==> config.mk <==
export PLATFORM = sky130hd
export DESIGN_NAME = oam_dma_ctrl_flat
export DESIGN_NICKNAME = d
export VERILOG_FILES = /design/src/rtl/oam_dma_ctrl_if.sv /design/src/rtl/oam_dma_ctrl.sv /design/src/flat_wrapper.sv
export SDC_FILE = /design/constraint.sdc
export NUM_CORES = 1
export LEC_CHECK = 0
export ABC_AREA = 1
export BUFFER_PORTS_ARGS = -buffer_cell sky130_fd_sc_hd__buf_4
export CAP_MARGIN = 0
export CORE_MARGIN = 3
export CORE_UTILIZATION = 47
export CTS_BUF_LIST = sky130_fd_sc_hd__clkbuf_2 sky130_fd_sc_hd__clkbuf_4 sky130_fd_sc_hd__clkbuf_8
export CTS_CLUSTER_DIAMETER = 50
export DETAILED_ROUTE_END_ITERATION = 12
export PLACE_DENSITY_LB_ADDON = 0.3
export SLEW_MARGIN = 20
export SYNTH_ARGS = -nofsm -noshare
export SYNTH_HDL_FRONTEND = slang
export SYNTH_SLANG_ARGS = --single-unit
==> constraint.sdc <==
create_clock -name clock -period 1.13 [get_ports clock]
set_input_delay 0.0565 -clock clock [delete_from_list [all_inputs] [get_ports clock]]
set_output_delay 0.0565 -clock clock [all_outputs]
set_load 0.005 [all_outputs]
==> src/rtl/oam_dma_ctrl_if.sv <==
`default_nettype none
// +------------------------------------------------------------------+
// | Module      : oam_dma_ctrl_if                                     |
// | Description : CPU-side, memory-side and OAM-side signals of the   |
// |               OAM DMA controller, bundled for port connection.    |
// | Revision    : 1.0 - initial release                               |
// +------------------------------------------------------------------+
interface oam_dma_ctrl_if;
  logic        cpu_clk_en;
  logic        cpu_cyc_par;
  logic        stall;
  logic        dma_req;
  logic [7:0]  dma_page;
  logic [7:0]  mem_rd_data;
  logic        cpu_sus;
  logic [15:0] dma_addr;
  logic        dma_re;
  logic        oam_wr_en;
  logic [7:0]  oam_wr_data;
  logic        busy;
  logic        done;

  // DMA controller side
  modport master (
    input  cpu_clk_en, cpu_cyc_par, stall, dma_req, dma_page, mem_rd_data,
    output cpu_sus, dma_addr, dma_re, oam_wr_en, oam_wr_data, busy, done
  );

  // System side: CPU timing, $4014 decode, cpu_memory and PPU port
  modport slave (
    output cpu_clk_en, cpu_cyc_par, stall, dma_req, dma_page, mem_rd_data,
    input  cpu_sus, dma_addr, dma_re, oam_wr_en, oam_wr_data, busy, done
  );
endinterface
`default_nettype wire

==> src/rtl/oam_dma_ctrl.sv <==
`default_nettype none
// +------------------------------------------------------------------+
// | Module      : oam_dma_ctrl                                        |
// | Description : OAM DMA. On a $4014 write, suspends the CPU, aligns |
// |               to an even CPU cycle, then copies PAGE_BYTES bytes  |
// |               from {page,idx} into OAMDATA as READ/WRITE tick     |
// |               pairs (513 or 514 CPU ticks for a full page).       |
// | Revision    : 1.0 - initial release                               |
// +------------------------------------------------------------------+
module oam_dma_ctrl #(
  parameter int PAGE_BYTES = 256
) (
  input  wire logic      clock,
  input  wire logic      reset_n,
  oam_dma_ctrl_if.master bus
);

  localparam logic [7:0] c_last_idx = 8'(PAGE_BYTES - 1);

  typedef enum logic [2:0] {
    ST_IDLE  = 3'd0,
    ST_HALT  = 3'd1,
    ST_ALIGN = 3'd2,
    ST_READ  = 3'd3,
    ST_WRITE = 3'd4
  } state_t;

  state_t      r_state;
  state_t      w_state_next;
  logic [7:0]  r_idx;
  logic [7:0]  w_idx_next;
  logic [7:0]  r_page;
  logic [7:0]  w_page_next;
  logic        r_done;
  logic        w_done_next;
  logic [7:0]  r_wdata;
  logic [7:0]  w_wdata_next;
  logic        w_tick;

  // A tick is a CPU cycle boundary that save-state stall is not freezing
  assign w_tick = bus.cpu_clk_en & ~bus.stall;

  // State, index, page, last written byte and done flag
  always_ff @(posedge clock or negedge reset_n) begin
    if (!reset_n) begin
      r_state <= ST_IDLE;
      r_idx   <= 8'h00;
      r_page  <= 8'h00;
      r_done  <= 1'b0;
      r_wdata <= 8'h00;
    end else begin
      r_state <= w_state_next;
      r_idx   <= w_idx_next;
      r_page  <= w_page_next;
      r_done  <= w_done_next;
      r_wdata <= w_wdata_next;
    end
  end

  // Next-state logic; nothing advances except on a tick. A pending done
  // pulse is held through a stall so it is neither lost nor shown stalled.
  always_comb begin
    w_state_next = r_state;
    w_idx_next   = r_idx;
    w_page_next  = r_page;
    w_wdata_next = r_wdata;
    w_done_next  = bus.stall ? r_done : 1'b0;
    if (w_tick) begin
      case (r_state)
        ST_IDLE: begin
          if (bus.dma_req) begin
            w_page_next  = bus.dma_page;
            w_idx_next   = 8'h00;
            w_state_next = ST_HALT;
          end
        end
        ST_HALT: begin
          // Odd HALT cycle means the next tick is even: read straight away
          w_state_next = bus.cpu_cyc_par ? ST_READ : ST_ALIGN;
        end
        ST_ALIGN: begin
          w_state_next = ST_READ;
        end
        ST_READ: begin
          w_state_next = ST_WRITE;
        end
        ST_WRITE: begin
          w_wdata_next = bus.mem_rd_data;
          if (r_idx == c_last_idx) begin
            w_idx_next   = 8'h00;
            w_state_next = ST_IDLE;
            w_done_next  = 1'b1;
          end else begin
            w_idx_next   = r_idx + 8'd1;
            w_state_next = ST_READ;
          end
        end
        default: begin
          w_state_next = ST_IDLE;
        end
      endcase
    end
  end

  // Bus ownership and read request are pure functions of the state
  assign bus.cpu_sus  = (r_state != ST_IDLE);
  assign bus.busy     = (r_state != ST_IDLE);
  assign bus.dma_re   = (r_state == ST_READ);
  assign bus.dma_addr = (r_state == ST_READ) ? {r_page, r_idx} : 16'h0000;

  // OAM write strobe is the WRITE tick itself; data comes straight from
  // the registered memory output and otherwise holds the last byte written
  assign bus.oam_wr_en   = (r_state == ST_WRITE) & w_tick;
  assign bus.oam_wr_data = (r_state == ST_WRITE) ? bus.mem_rd_data : r_wdata;
  assign bus.done        = r_done & ~bus.stall;

endmodule
`default_nettype wire
==> src/flat_wrapper.sv <==
// flat-port wrapper written by rule: the top's interface ports become plain ports
module oam_dma_ctrl_flat 
#(
  parameter int PAGE_BYTES = 256
)
  (clock, reset_n, bus_cpu_clk_en, bus_cpu_cyc_par, bus_stall, bus_dma_req, bus_dma_page, bus_mem_rd_data, bus_cpu_sus, bus_dma_addr, bus_dma_re, bus_oam_wr_en, bus_oam_wr_data, bus_busy, bus_done);
  oam_dma_ctrl_if bus_i ();
  input  wire logic clock;
  input  wire logic reset_n;
  input wire logic [$bits(bus_i.cpu_clk_en)-1:0] bus_cpu_clk_en;
  input wire logic [$bits(bus_i.cpu_cyc_par)-1:0] bus_cpu_cyc_par;
  input wire logic [$bits(bus_i.stall)-1:0] bus_stall;
  input wire logic [$bits(bus_i.dma_req)-1:0] bus_dma_req;
  input wire logic [$bits(bus_i.dma_page)-1:0] bus_dma_page;
  input wire logic [$bits(bus_i.mem_rd_data)-1:0] bus_mem_rd_data;
  output wire logic [$bits(bus_i.cpu_sus)-1:0] bus_cpu_sus;
  output wire logic [$bits(bus_i.dma_addr)-1:0] bus_dma_addr;
  output wire logic [$bits(bus_i.dma_re)-1:0] bus_dma_re;
  output wire logic [$bits(bus_i.oam_wr_en)-1:0] bus_oam_wr_en;
  output wire logic [$bits(bus_i.oam_wr_data)-1:0] bus_oam_wr_data;
  output wire logic [$bits(bus_i.busy)-1:0] bus_busy;
  output wire logic [$bits(bus_i.done)-1:0] bus_done;
  assign bus_i.cpu_clk_en = bus_cpu_clk_en;
  assign bus_i.cpu_cyc_par = bus_cpu_cyc_par;
  assign bus_i.stall = bus_stall;
  assign bus_i.dma_req = bus_dma_req;
  assign bus_i.dma_page = bus_dma_page;
  assign bus_i.mem_rd_data = bus_mem_rd_data;
  assign bus_cpu_sus = bus_i.cpu_sus;
  assign bus_dma_addr = bus_i.dma_addr;
  assign bus_dma_re = bus_i.dma_re;
  assign bus_oam_wr_en = bus_i.oam_wr_en;
  assign bus_oam_wr_data = bus_i.oam_wr_data;
  assign bus_busy = bus_i.busy;
  assign bus_done = bus_i.done;
  oam_dma_ctrl #(.PAGE_BYTES(PAGE_BYTES)) u_core (.clock(clock), .reset_n(reset_n), .bus(bus_i));
endmodule
==> impl_metrics.csv, run 1 <==
group,metric,value,unit
clock_network,cts_buffer_depth,2,
place,hpwl,2.71,mm
synth,ys_async_sr_fraction,100,%
floorplanning,die_w,63.1,um
synth,syn-num-nets,227,
synth,synth_area,1530,um2
place,portBuffers,50,
synth,synth-seq-cells,28,
synth,synth-main-ff-cell,"dfrtp_1",
floorplanning,start_util,49.7,%
global_routing,antenna_found_initial,0,
clock_network,ctsRootBufferMaster,"clkbuf_4",
status,stop_stage,"global routing",
synth,yosysUniqueCellTypes,22,
floorplanning,ios,51,
synth,synthCells,204,
timing,crit_endpoint,"bus_dma_addr[12]",
global_routing,grt_max_degree,29,
synth,yosysWarnings,0,
place,gp_congestion,0.852,
place,dpl_worst_slack,-145,ps
place,dp.cells,312,
timing,worstEndpointType,"output port",
status,first-error,"[ERROR DPL-0033] detailed placement checks failed during check placement.",
status,status,"did not finish",
synth,synth-seq-area-share,45.8,%
clock_network,cts_buffers,3,
clock_network,cts_num_sinks,28,
clock_network,h-tree-depth,1,
floorplanning,row_count,20,
synth,synth-edff-count,0,
synth,syn_area_per_cell,7.50,um2
floorplanning,die_h,63.1,um
[per-stage QoR]
stage,cell area [um2],setup TNS [ps]
after floorplan,1570,-335
after global placement,2100,-3160
after detailed placement,2100,-4280
after CTS,2660,-19180
[synthesized netlist by cell type (2+ instances only)]
cell	instances	area (um2)
dfrtp_1	28	701
buf_4	2	15.0
inv_2	4	15.0
nor2_2	2	12.5
buf_2	3	15.0
a21oi_1	14	70.1
nand3_1	6	30.0
nor2_1	34	128
nor2_4	2	22.5
o21ai_2	9	78.8
nand4_1	3	18.8
nand2_1	42	158
o21ai_1	11	55.1
inv_1	33	124
o21ai_0	4	20.0
[cells by family after synthesis]
logic type | share of synthesized area, %
flops | 45.8
fa+ha+maj | 0.818
buf+inv | 11.8
compound gates | 15.6
simple gates | 26.0
[what timing repair did]
action | 4_1_cts
resized for setup | 40
setup buffers | 12
hold buffers | 18
endpoints found under the setup margin | 56
cloned | 4
pin swaps | 7
hold endpoints to repair | 45
==> run 2: changes to the inputs <==
--- a/config.mk
+++ b/config.mk
@@ -9,11 +9,9 @@
 export BUFFER_PORTS_ARGS = -buffer_cell sky130_fd_sc_hd__buf_4
 export CAP_MARGIN = 0
 export CORE_MARGIN = 3
-export CORE_UTILIZATION = 47
-export CTS_BUF_LIST = sky130_fd_sc_hd__clkbuf_2 sky130_fd_sc_hd__clkbuf_4 sky130_fd_sc_hd__clkbuf_8
-export CTS_CLUSTER_DIAMETER = 50
+export CORE_UTILIZATION = 35
 export DETAILED_ROUTE_END_ITERATION = 12
-export PLACE_DENSITY_LB_ADDON = 0.3
+export PLACE_DENSITY_LB_ADDON = 0.15
 export SLEW_MARGIN = 20
 export SYNTH_ARGS = -nofsm -noshare
 export SYNTH_HDL_FRONTEND = slang
==> constraint.sdc (replaced) <==
create_clock -name clock -period 1.45 [get_ports clock]
set_input_delay 0.0725 -clock clock [delete_from_list [all_inputs] [get_ports clock]]
set_output_delay 0.0725 -clock clock [all_outputs]
set_load 0.005 [all_outputs]
==> run 2 against run 1 <==
- the flow now finishes, with violations (negative setup slack)
- area after synthesis stayed put
- synthesized cell count unchanged
==> impl_metrics.csv, run 2 <==
group,metric,value,unit
global_routing,grt_pass1_wl,6.32,mm
finish,synthToLayoutAreaGrowth,50.5,%
synth,synthCells,204,
clock_network,cts_num_sinks,28,
finish,drive_gt1_share,45.1,%
drt,wirelength,3.88,mm
critical_path,worst_path_max_delay_cell,"dfrtp_1",
power,clkPwrFrac,13.6,%
status,status,"finished, violations left",
global_routing,antenna_found_initial,0,
place,placed_area,1980,um2
synth,yosysUniqueCellTypes,22,
place,hpwl,2.51,mm
finish,fin_cells,323,
critical_path,cpPeakStageDelay,420,ps
synth,syn-num-nets,227,
synth,synth_top_area_share,45.8,%
timing,rsz0062_at_grt,"yes",
clock_network,cts_buffer_depth,2,
drt,drc,0,
synth,synth-seq-cells,28,
timing,hold_viol,0,
timing,tightestPinTransition,381,ps
clock_network,clkLatencyLatePin,270,ps
drt,routedWlPerCell,12.0,um
finish,largestRegisters,"u_core.r_idx x8, u_core.r_page x8, u_core.r_wdata x8",
timing,finalWorstSetupSlack,-29.0,ps
floorplanning,core,4120,um2
synth,synth-main-ff-cell,"dfrtp_1",
synth,ys_async_sr_fraction,100,%
synth,syn_area_per_cell,7.50,um2
drt,ant_nets,0,
drt,first_iter_violations,83,
clock_network,cts_tree,"done",
power,p_int,0.00220,W
global_routing,grtUsageTotal,15.2,%
floorplanning,row_count,23,
floorplanning,dieArea,5200,um2
synth,synth.area.top_cells,"dfrtp_1 46%, nand2_1 10%, nor2_1 8.3%",
power,cellLeakagePower,1.20,nW
timing,setup_violations,8,
job,maxCapViolations,0,
drt,vias,1514,
global_routing,grt_max_degree,29,
synth,synth-edff-count,0,
critical_path,crit_chain,"inv_2, nand2_4, nor2_4, buf_12, inv_8, nand2_2, o21ai_2, buf_4",
critical_path,cp.arrival,1410,ps
clock_network,ctsRootBufferMaster,"clkbuf_8",
power,power_frac_comb,51.7,%
floorplanning,start_util,37.2,%
power,p_per_area,1550,nW/um2
synth,synth-seq-area-share,45.8,%
timing,relSlewSlack,74.5,%
finish,fin_nets,297,
critical_path,critPathMaxFanout,8,
finish,final_area,2300,um2
global_routing,grt_overflow,0,
critical_path,rr_worst_depth,10,
place,gp_congestion,0.757,
clock_network,cts_buffers,3,
synth,yosys-top-cells-count,"42 x nand2_1, 34 x nor2_1, 33 x inv_1, 28 x dfrtp_1, 14 x a21oi_1",
drt,routed_via_density,4.69,
place,dpl_worst_slack,90.0,ps
floorplanning,die_h,72.1,um
timing,slew_violations,0,
place,dp.cells,305,
critical_path,worstSetupStartpointType,"flip-flop",
critical_path,required,1380,ps
floorplanning,die_w,72.1,um
drt,first_pass_iters,4,
synth,synth_area,1530,um2
finish,utilization,56.0,%
power,switching_power,0.00136,W
worst_hold_path,hold_path_depth,3,
global_routing,grt_pass1_vias,1385,
synth,yosysWarnings,0,
clock_network,h-tree-depth,1,
place,portBuffers,50,
status,violations,"negative setup slack",
power,p_seq_share,34.6,%
finish,antennaDiodeCount,0,
floorplanning,ios,51,
synth,yosysMostFrequentCell,"nand2_1",
timing,worst_clock_skew,2.24,ps
finish,layout_commonest_cell,"buf_4",
timing,fmax,676,MHz
clock_network,path_clk_slew,100,ps
finish,final_cell_mix,"67 x buf_4, 30 x inv_1, 30 x nand2_1, 30 x nor2_1, 27 x dfrtp_1",
timing,fin_tns_setup,-153,ps
critical_path,cp-end-kind,"primary output",
worst_hold_path,hp-class,"in2reg",
timing,post-route-period-util,102,%
synth,synth_top_area_cell,"dfrtp_1",
timing,min_period,1480,ps
critical_path,critPathKind,"reg2out",
power,p_sw_share,38.3,%
power,ir_worst_vdd,0.783,mV
[run 2: cell counts after synthesis]
Identical to the previous run, type by type.
[run 2: final timing paths]
kind                                        start            endpoint  slack (ps)
worst max-delay path            u_core.r_state[0]  bus_oam_wr_data[7]         -30
min in group asynchronous                 reset_n   u_core.r_state[0]         240
worst min register to register      u_core.r_done       u_core.r_done         490
worst min-delay path                    bus_stall       u_core.r_done          40
max in group asynchronous                 reset_n   u_core.r_state[2]         920
worst max register to register  u_core.r_state[0]     u_core.r_idx[5]          20
[run 2: layout make-up]
class	instances	area, um2
inverters	37	156
flip-flops and latches	28	702
multi-input cells	133	772
repair buffers	70	544
fillers	408	1810
repair inverters	1	11.3
well taps	50	62.6
clock buffers	4	55.1
[run 2: metrics by stage]
step | hold WS (ps) | power [W]
after floorplan | -223 | 0.00202
after global routing | 30.0 | 0.00387
after CTS | 37.1 | 0.00341
after detailed placement | 19.5 | 0.00261
after global placement | 17.6 | 0.00260
final | 38.2 | 0.00356
[run 2: layer usage]
metal	up-vias	part of all wire, %	GRT usage (%)
li1	771	-	-
met1	701	41	19.3
met2	40	52	25.6
met3	2	6.6	4.43
met4	0	0.36	3.34
met5	-	0	0
[run 2: repair_timing]
action / 4_1_cts / 5_1_grt
gates resized for setup: 27 / 23
setup buffers: 9 / 3
hold endpoints to repair: 28 / 0
cloned: 1 / 0
hold buffers: 1 / 0
endpoints found under the setup margin: 17 / 35
pin swaps: 4 / 4
[run 2: cell families (layout without fill, tap and decap cells)]
group / count (synthesis) / count (layout) / synth area share, %
DFF: 28 / 28 / 45.8
buffers and inverters: 43 / 112 / 11.8
AOI/OAI and AO/OA: 40 / 40 / 15.6
and+or+nand+nor: 92 / 92 / 26.0
adders and majority gates: 1 / 1 / 0.818
[run 2: worst max-delay path, delay by kind of cell, from the launching register on]
family,cells,cell delay (ps)
AOI/OAI and AO/OA,1,50
buffers and inverters,4,430
DFF,1,420
and+or+nand+nor,3,230
[run 2: power groups by stage]
stage / sequential (W) / clock [W] / combinational (W)
after floorplan: 0.00120 / 0 / 0.000824
after global placement: 0.00123 / 0 / 0.00137
after detailed placement: 0.00123 / 0 / 0.00138
after CTS: 0.00123 / 0.000503 / 0.00167
after global routing: 0.00127 / 0.000541 / 0.00206
final: 0.00123 / 0.000485 / 0.00184
Note: power is estimated with default switching activity, not from simulation.
==> run 3: changes to the inputs <==
--- a/config.mk
+++ b/config.mk
@@ -6,11 +6,12 @@
 export NUM_CORES = 1
 export LEC_CHECK = 0
 export ABC_AREA = 1
+export ABC_CLOCK_PERIOD_IN_PS = 1500
 export BUFFER_PORTS_ARGS = -buffer_cell sky130_fd_sc_hd__buf_4
 export CAP_MARGIN = 0
-export CORE_MARGIN = 3
-export CORE_UTILIZATION = 35
+export CORE_AREA = 3 3 64 66
 export DETAILED_ROUTE_END_ITERATION = 12
+export DIE_AREA = 0 0 67 69
 export PLACE_DENSITY_LB_ADDON = 0.15
 export SLEW_MARGIN = 20
 export SYNTH_ARGS = -nofsm -noshare
==> constraint.sdc (replaced) <==
create_clock -name clock -period 1.5 [get_ports clock]
set_input_delay 0.075 -clock clock [delete_from_list [all_inputs] [get_ports clock]]
set_output_delay 0.075 -clock clock [all_outputs]
set_load 0.005 [all_outputs]
==> run 3 against run 2 <==
- the flow now finishes without violations
- critical path depth shrank 2
- combinational power shrank 11%
- clock skew is essentially flat
- clock power shrank 20%
- hold slack gained 14 ps
- final area shrank 4.6%
==> impl_metrics.csv, run 3 (same netlist as run 2, synthesis figures left out) <==
group,metric,value,unit
drt,routedWlPerCell,11.2,um
drt,wirelength,3.54,mm
critical_path,critPathMaxFanout,17,
timing,slew_violations,0,
drt,routed_via_density,4.74,
clock_network,path_clk_slew,80,ps
place,placed_area,1940,um2
power,p_per_area,1460,nW/um2
status,status,"finished, final reports clean",
critical_path,cp.arrival,1390,ps
timing,rsz0062_at_grt,"yes",
timing,min_period,1470,ps
drt,first_pass_iters,6,
finish,multi_input_area,722,um2
timing,hold_ws,52.5,ps
critical_path,crit_start,"u_core.r_state[1]",
critical_path,reg2reg_from,"u_core.r_state[2]",
global_routing,antenna_found_initial,0,
timing,hold_viol,0,
worst_hold_path,hp-start,"bus_dma_page[4]",
floorplanning,die_h,69,um
global_routing,grtUsageTotal,16.2,%
timing,worst_clock_skew,1.94,ps
timing,tightestPinTransition,353,ps
power,ir_worst_vdd,0.839,mV
worst_hold_path,hold_path_depth,3,
critical_path,critPathKind,"reg2out",
place,hpwl,2.45,mm
power,finalPower,0.00322,W
clock_network,clkLatencyLatePin,260,ps
critical_path,regToRegSetupSlack,110,ps
place,gp_congestion,0.750,
drt,ant_nets,0,
finish,final_area,2200,um2
critical_path,cp-end-kind,"primary output",
finish,nFillCells,343,
power,cellLeakagePower,1.16,nW
timing,fmax,681,MHz
critical_path,rr_worst_depth,9,
finish,drive_gt1_share,40.5,%
clock_network,cts_tree,"done",
drt,drc,0,
finish,synthToLayoutAreaGrowth,43.7,%
critical_path,worstSetupStartpointType,"flip-flop",
drt,first_iter_violations,57,
clock_network,cts_buffers,3,
clock_network,cts_buffer_depth,2,
floorplanning,row_count,22,
critical_path,worstReg2RegEnd,"u_core.r_state[0]",
finish,largestRegisters,"u_core.r_idx x8, u_core.r_page x8, u_core.r_wdata x8",
worst_hold_path,whs_endpoint,"u_core.r_page[4]",
finish,fin_nets,294,
clock_network,cts_num_sinks,28,
timing,post-route-period-util,97.9,%
floorplanning,ios,51,
floorplanning,core,3630,um2
global_routing,grt_pass1_wl,6.04,mm
place,portBuffers,50,
global_routing,grt_overflow,0,
timing,relSlewSlack,76.5,%
critical_path,required,1420,ps
clock_network,h-tree-depth,1,
drt,vias,1502,
floorplanning,start_util,42.1,%
finish,regArea,702,um2
floorplanning,dieArea,4620,um2
global_routing,grt_max_degree,29,
finish,antennaDiodeCount,0,
worst_hold_path,hp-class,"in2reg",
clock_network,ctsRootBufferMaster,"clkbuf_8",
job,maxCapViolations,0,
timing,fin_tns_setup,0,ps
floorplanning,die_w,67,um
timing,setup_violations,0,
finish,final_cell_mix,"64 x buf_4, 35 x nand2_1, 31 x inv_1",
global_routing,grt_pass1_vias,1422,
finish,layout_commonest_cell,"buf_4",
[run 3: changes by cell type in the layout (fill, tap and decap cells not counted), sizes merged]
cell,previous run,this run
buf,69,66
clkbuf,4,3
[run 3: worst max-delay path by stage]
stage                        end  slack [ps]  cells after the start
2_1_floorplan  u_core.r_wdata[6]         300                      7
3_3_place_gp     u_core.r_idx[2]         180                      5
3_5_place_dp     u_core.r_idx[2]         150                      5
4_1_cts          bus_dma_addr[8]           6                      6
5_1_grt         bus_dma_addr[11]         -70                      6
6_report         bus_dma_addr[4]          30                      6
[run 3: critical path, stage by stage, from the launching register on]
cell and delay (ps):
dfrtp_1 380, buf_4 130, nand2_1 110, nor2_4 180, inv_6 100, nor2_1 120
buf_4 120
[run 3: stage by stage]
step / setup slack (ps) / utilization, % / cells
2_1_floorplan: 303 / - / 204
3_3_place_gp: 175 / 53.4 / 298
3_5_place_dp: 155 / 53.4 / 298
4_1_cts: 5.65 / 57.3 / 312
5_1_grt: -65.4 / 60.5 / 317
6_report: 32.1 / 60.5 / 317
[run 3: power by group]
part	internal [W]	switching, W	leakage [nW]	total (W)
registers	0.00102	0.000169	0.351	0.00119
logic	0.000809	0.000834	0.784	0.00164
clock network	0.000180	0.000208	0.0216	0.000388
[run 3: metal layers]
layer	GRT usage, %	vias to the layer above	wire [um]
met3	4.56	4	236
met1	20.7	681	1560
met4	3.38	0	17
li1	-	765	-
met2	27.1	52	1730
met5	0	-	0
[run 3: area by class of cell]
type | instances | share of cell area, %
Multi-Input combinational cell | 133 | 32.8
Timing Repair inverter | 1 | 0.512
Tap cell | 48 | 2.73
Inverter | 37 | 6.77
Timing Repair Buffer | 67 | 23.3
Clock buffer | 3 | 1.88
Sequential cell | 28 | 31.9
[run 3: repair_timing]
item | in CTS | in global routing
resized for setup | 6 | 27
hold buffers | 1 | 0
gates cloned | 1 | 0
endpoints found under the hold margin | 28 | 0
setup buffers | 9 | 5
setup endpoints to repair | 9 | 30
pin swaps | 2 | 5
==> run 4: changes to the inputs <==
--- a/config.mk
+++ b/config.mk
@@ -9,9 +9,9 @@
 export ABC_CLOCK_PERIOD_IN_PS = 1500
 export BUFFER_PORTS_ARGS = -buffer_cell sky130_fd_sc_hd__buf_4
 export CAP_MARGIN = 0
-export CORE_AREA = 3 3 64 66
+export CORE_MARGIN = 3
+export CORE_UTILIZATION = 25
 export DETAILED_ROUTE_END_ITERATION = 12
-export DIE_AREA = 0 0 67 69
 export PLACE_DENSITY_LB_ADDON = 0.15
 export SLEW_MARGIN = 20
 export SYNTH_ARGS = -nofsm -noshare
==> run 4 against run 3 <==
- hold slack worse by 14 ps
- power up 2.8%
- die area up 53%
- setup slack better by 17 ps
- critical endpoint is now bus_oam_wr_data[1]
- clock power up 57%
- non-clock buffer count down 1
- largest power group unchanged
==> impl_metrics.csv, run 4 (same netlist as run 2, synthesis figures left out) <==
group,metric,value,unit
clock_network,cts_buffer_depth,2,
drt,routedWlPerCell,10.9,um
critical_path,cp-end-kind,"primary output",
clock_network,cts_buffers,3,
drt,routed_via_density,4.19,
timing,setup_violations,0,
power,clkPwrFrac,18.4,%
power,finalPower,0.00331,W
job,maxCapViolations,0,
floorplanning,die_w,84.2,um
drt,ant_nets,0,
worst_hold_path,hp-class,"in2reg",
critical_path,crit_chain,"inv_2, nand2_2, nor2_4, inv_6, nand2_1, o21ai_2, buf_4",
timing,fin_tns_setup,0,ps
drt,first_iter_violations,107,
finish,drive_gt1_share,35.4,%
power,cellLeakagePower,1.15,nW
clock_network,h-tree-depth,1,
timing,fmax,689,MHz
critical_path,path_buf_inv,3,
floorplanning,row_count,27,
power,p_sw_share,35.2,%
floorplanning,core,5710,um2
floorplanning,ios,51,
finish,synthToLayoutAreaGrowth,43.9,%
critical_path,cpPeakStageDelay,430,ps
clock_network,path_clk_slew,100,ps
floorplanning,dieArea,7100,um2
clock_network,ctsRootBufferMaster,"clkbuf_8",
power,ir_worst_vdd,0.685,mV
finish,final_cell_mix,"62 x buf_4, 41 x nand2_1, 33 x nor2_1",
critical_path,critPathKind,"reg2out",
critical_path,cp_top_family,"flip-flops",
floorplanning,die_h,84.2,um
timing,hold_viol,0,
global_routing,grt_pass1_wl,6.35,mm
critical_path,worst_path_max_delay_cell,"dfrtp_1",
global_routing,grtUsageTotal,10.8,%
timing,rsz0062_at_grt,"yes",
power,p_per_area,1500,nW/um2
timing,post-route-period-util,96.7,%
finish,nFillCells,594,
place,gp_congestion,0.756,
timing,slew_violations,0,
critical_path,cp.arrival,1380,ps
power,power_frac_comb,46.1,%
power,p_int,0.00214,W
global_routing,grt_max_degree,29,
global_routing,grt_overflow,0,
place,hpwl,2.63,mm
power,switching_power,0.00117,W
drt,vias,1424,
finish,antennaDiodeCount,0,
place,portBuffers,50,
timing,relSlewSlack,74.9,%
finish,largestRegisters,"u_core.r_idx x8, u_core.r_page x8, u_core.r_wdata x8",
timing,worst_clock_skew,4.24,ps
floorplanning,start_util,26.8,%
critical_path,required,1420,ps
timing,tightestPinTransition,377,ps
critical_path,worstSetupStartpointType,"flip-flop",
power,p_seq_share,35.4,%
clock_network,cts_num_sinks,28,
drt,drc,0,
drt,first_pass_iters,4,
finish,fin_nets,292,
status,status,"finished, final reports clean",
clock_network,cts_tree,"done",
drt,wirelength,3.71,mm
finish,layout_commonest_cell,"buf_4",
global_routing,antenna_found_initial,0,
critical_path,critPathMaxFanout,16,
clock_network,clkLatencyLatePin,280,ps
timing,min_period,1450,ps
global_routing,grt_pass1_vias,1374,
run 4: cell types whose count changed in the layout (fill, tap and decap cells not counted), moves of 2 or more:
cell	delta
buf_4	-2
inv_4	+2
nand2_1	+6
nand2_2	-4
nand2_4	-2
nor2_1	+4
nor2_2	-4
o21ai_1	+4
o21ai_2	-4
run 4: power groups by stage:
stage	Combinational [W]	Sequential, W	Clock (W)
finish	0.00153	0.00117	0.000610
global route	0.00174	0.00121	0.000658
CTS	0.00149	0.00117	0.000635
detailed placement	0.00134	0.00119	0
global placement	0.00135	0.00118	0
floorplan	0.000796	0.00116	0
run 4: worst paths after layout:
path                                   start            endpoint  slack [ps]  cells past startpoint
setup / recovery           u_core.r_state[0]  bus_oam_wr_data[1]          50                      7
hold / removal                     bus_stall       u_core.r_done          40                      3
setup reg to reg           u_core.r_state[0]     u_core.r_idx[2]         100                      7
hold reg to reg            u_core.r_wdata[5]   u_core.r_wdata[5]         490                      2
max in group asynchronous            reset_n   u_core.r_state[2]         960                      2
min in group asynchronous            reset_n    u_core.r_page[3]         250                      2
run 4: through the flow:
stage	std cells	util [%]	hold slack (ps)	setup slack, ps	area, um2
after global placement	325	34.9	27.4	181	1990
after CTS	338	38.0	29.7	3.20	2170
after floorplan	204	-	-221	303	1530
final	340	38.6	38.2	48.9	2200
after global routing	340	38.6	46.5	-64.4	2200
after detailed placement	325	34.9	28.9	152	1990
run 4: worst reg2reg max path: cells and delay by family (launching register included):
| kind | cells | cell delay [ps] |
|---|---|---|
| AO/OA/AOI/OAI | 1 | 200 |
| buffers and inverters | 3 | 390 |
| flip-flops | 1 | 430 |
| AND/OR/NAND/NOR | 3 | 300 |
run 4: metal layers:
metal  global-route usage (%)  routed length [um]  up-vias
met5                        0                   0        -
li1                         -                   -      765
met4                     1.32                  15        0
met1                     14.6                1750      612
met2                     18.0                1690       45
met3                     2.75                 258        2
run 4: final cells by class:
type | instances | area, um2 | share of cell area [%]
well taps | 72 | 90.1 | 4.09
flip-flops and latches | 28 | 702 | 31.9
repair buffers | 66 | 518 | 23.5
inverters | 37 | 149 | 6.76
clock inverters | 1 | 30.0 | 1.36
clock buffers | 3 | 41.3 | 1.88
multi-input cells | 133 | 672 | 30.5
run 4: repair_timing:
action	in CTS	in global routing
hold endpoints to repair	28	0
gates resized for setup	9	6
setup buffers	8	2
setup endpoints to repair	11	23
hold buffers	1	0
pin swaps	2	1
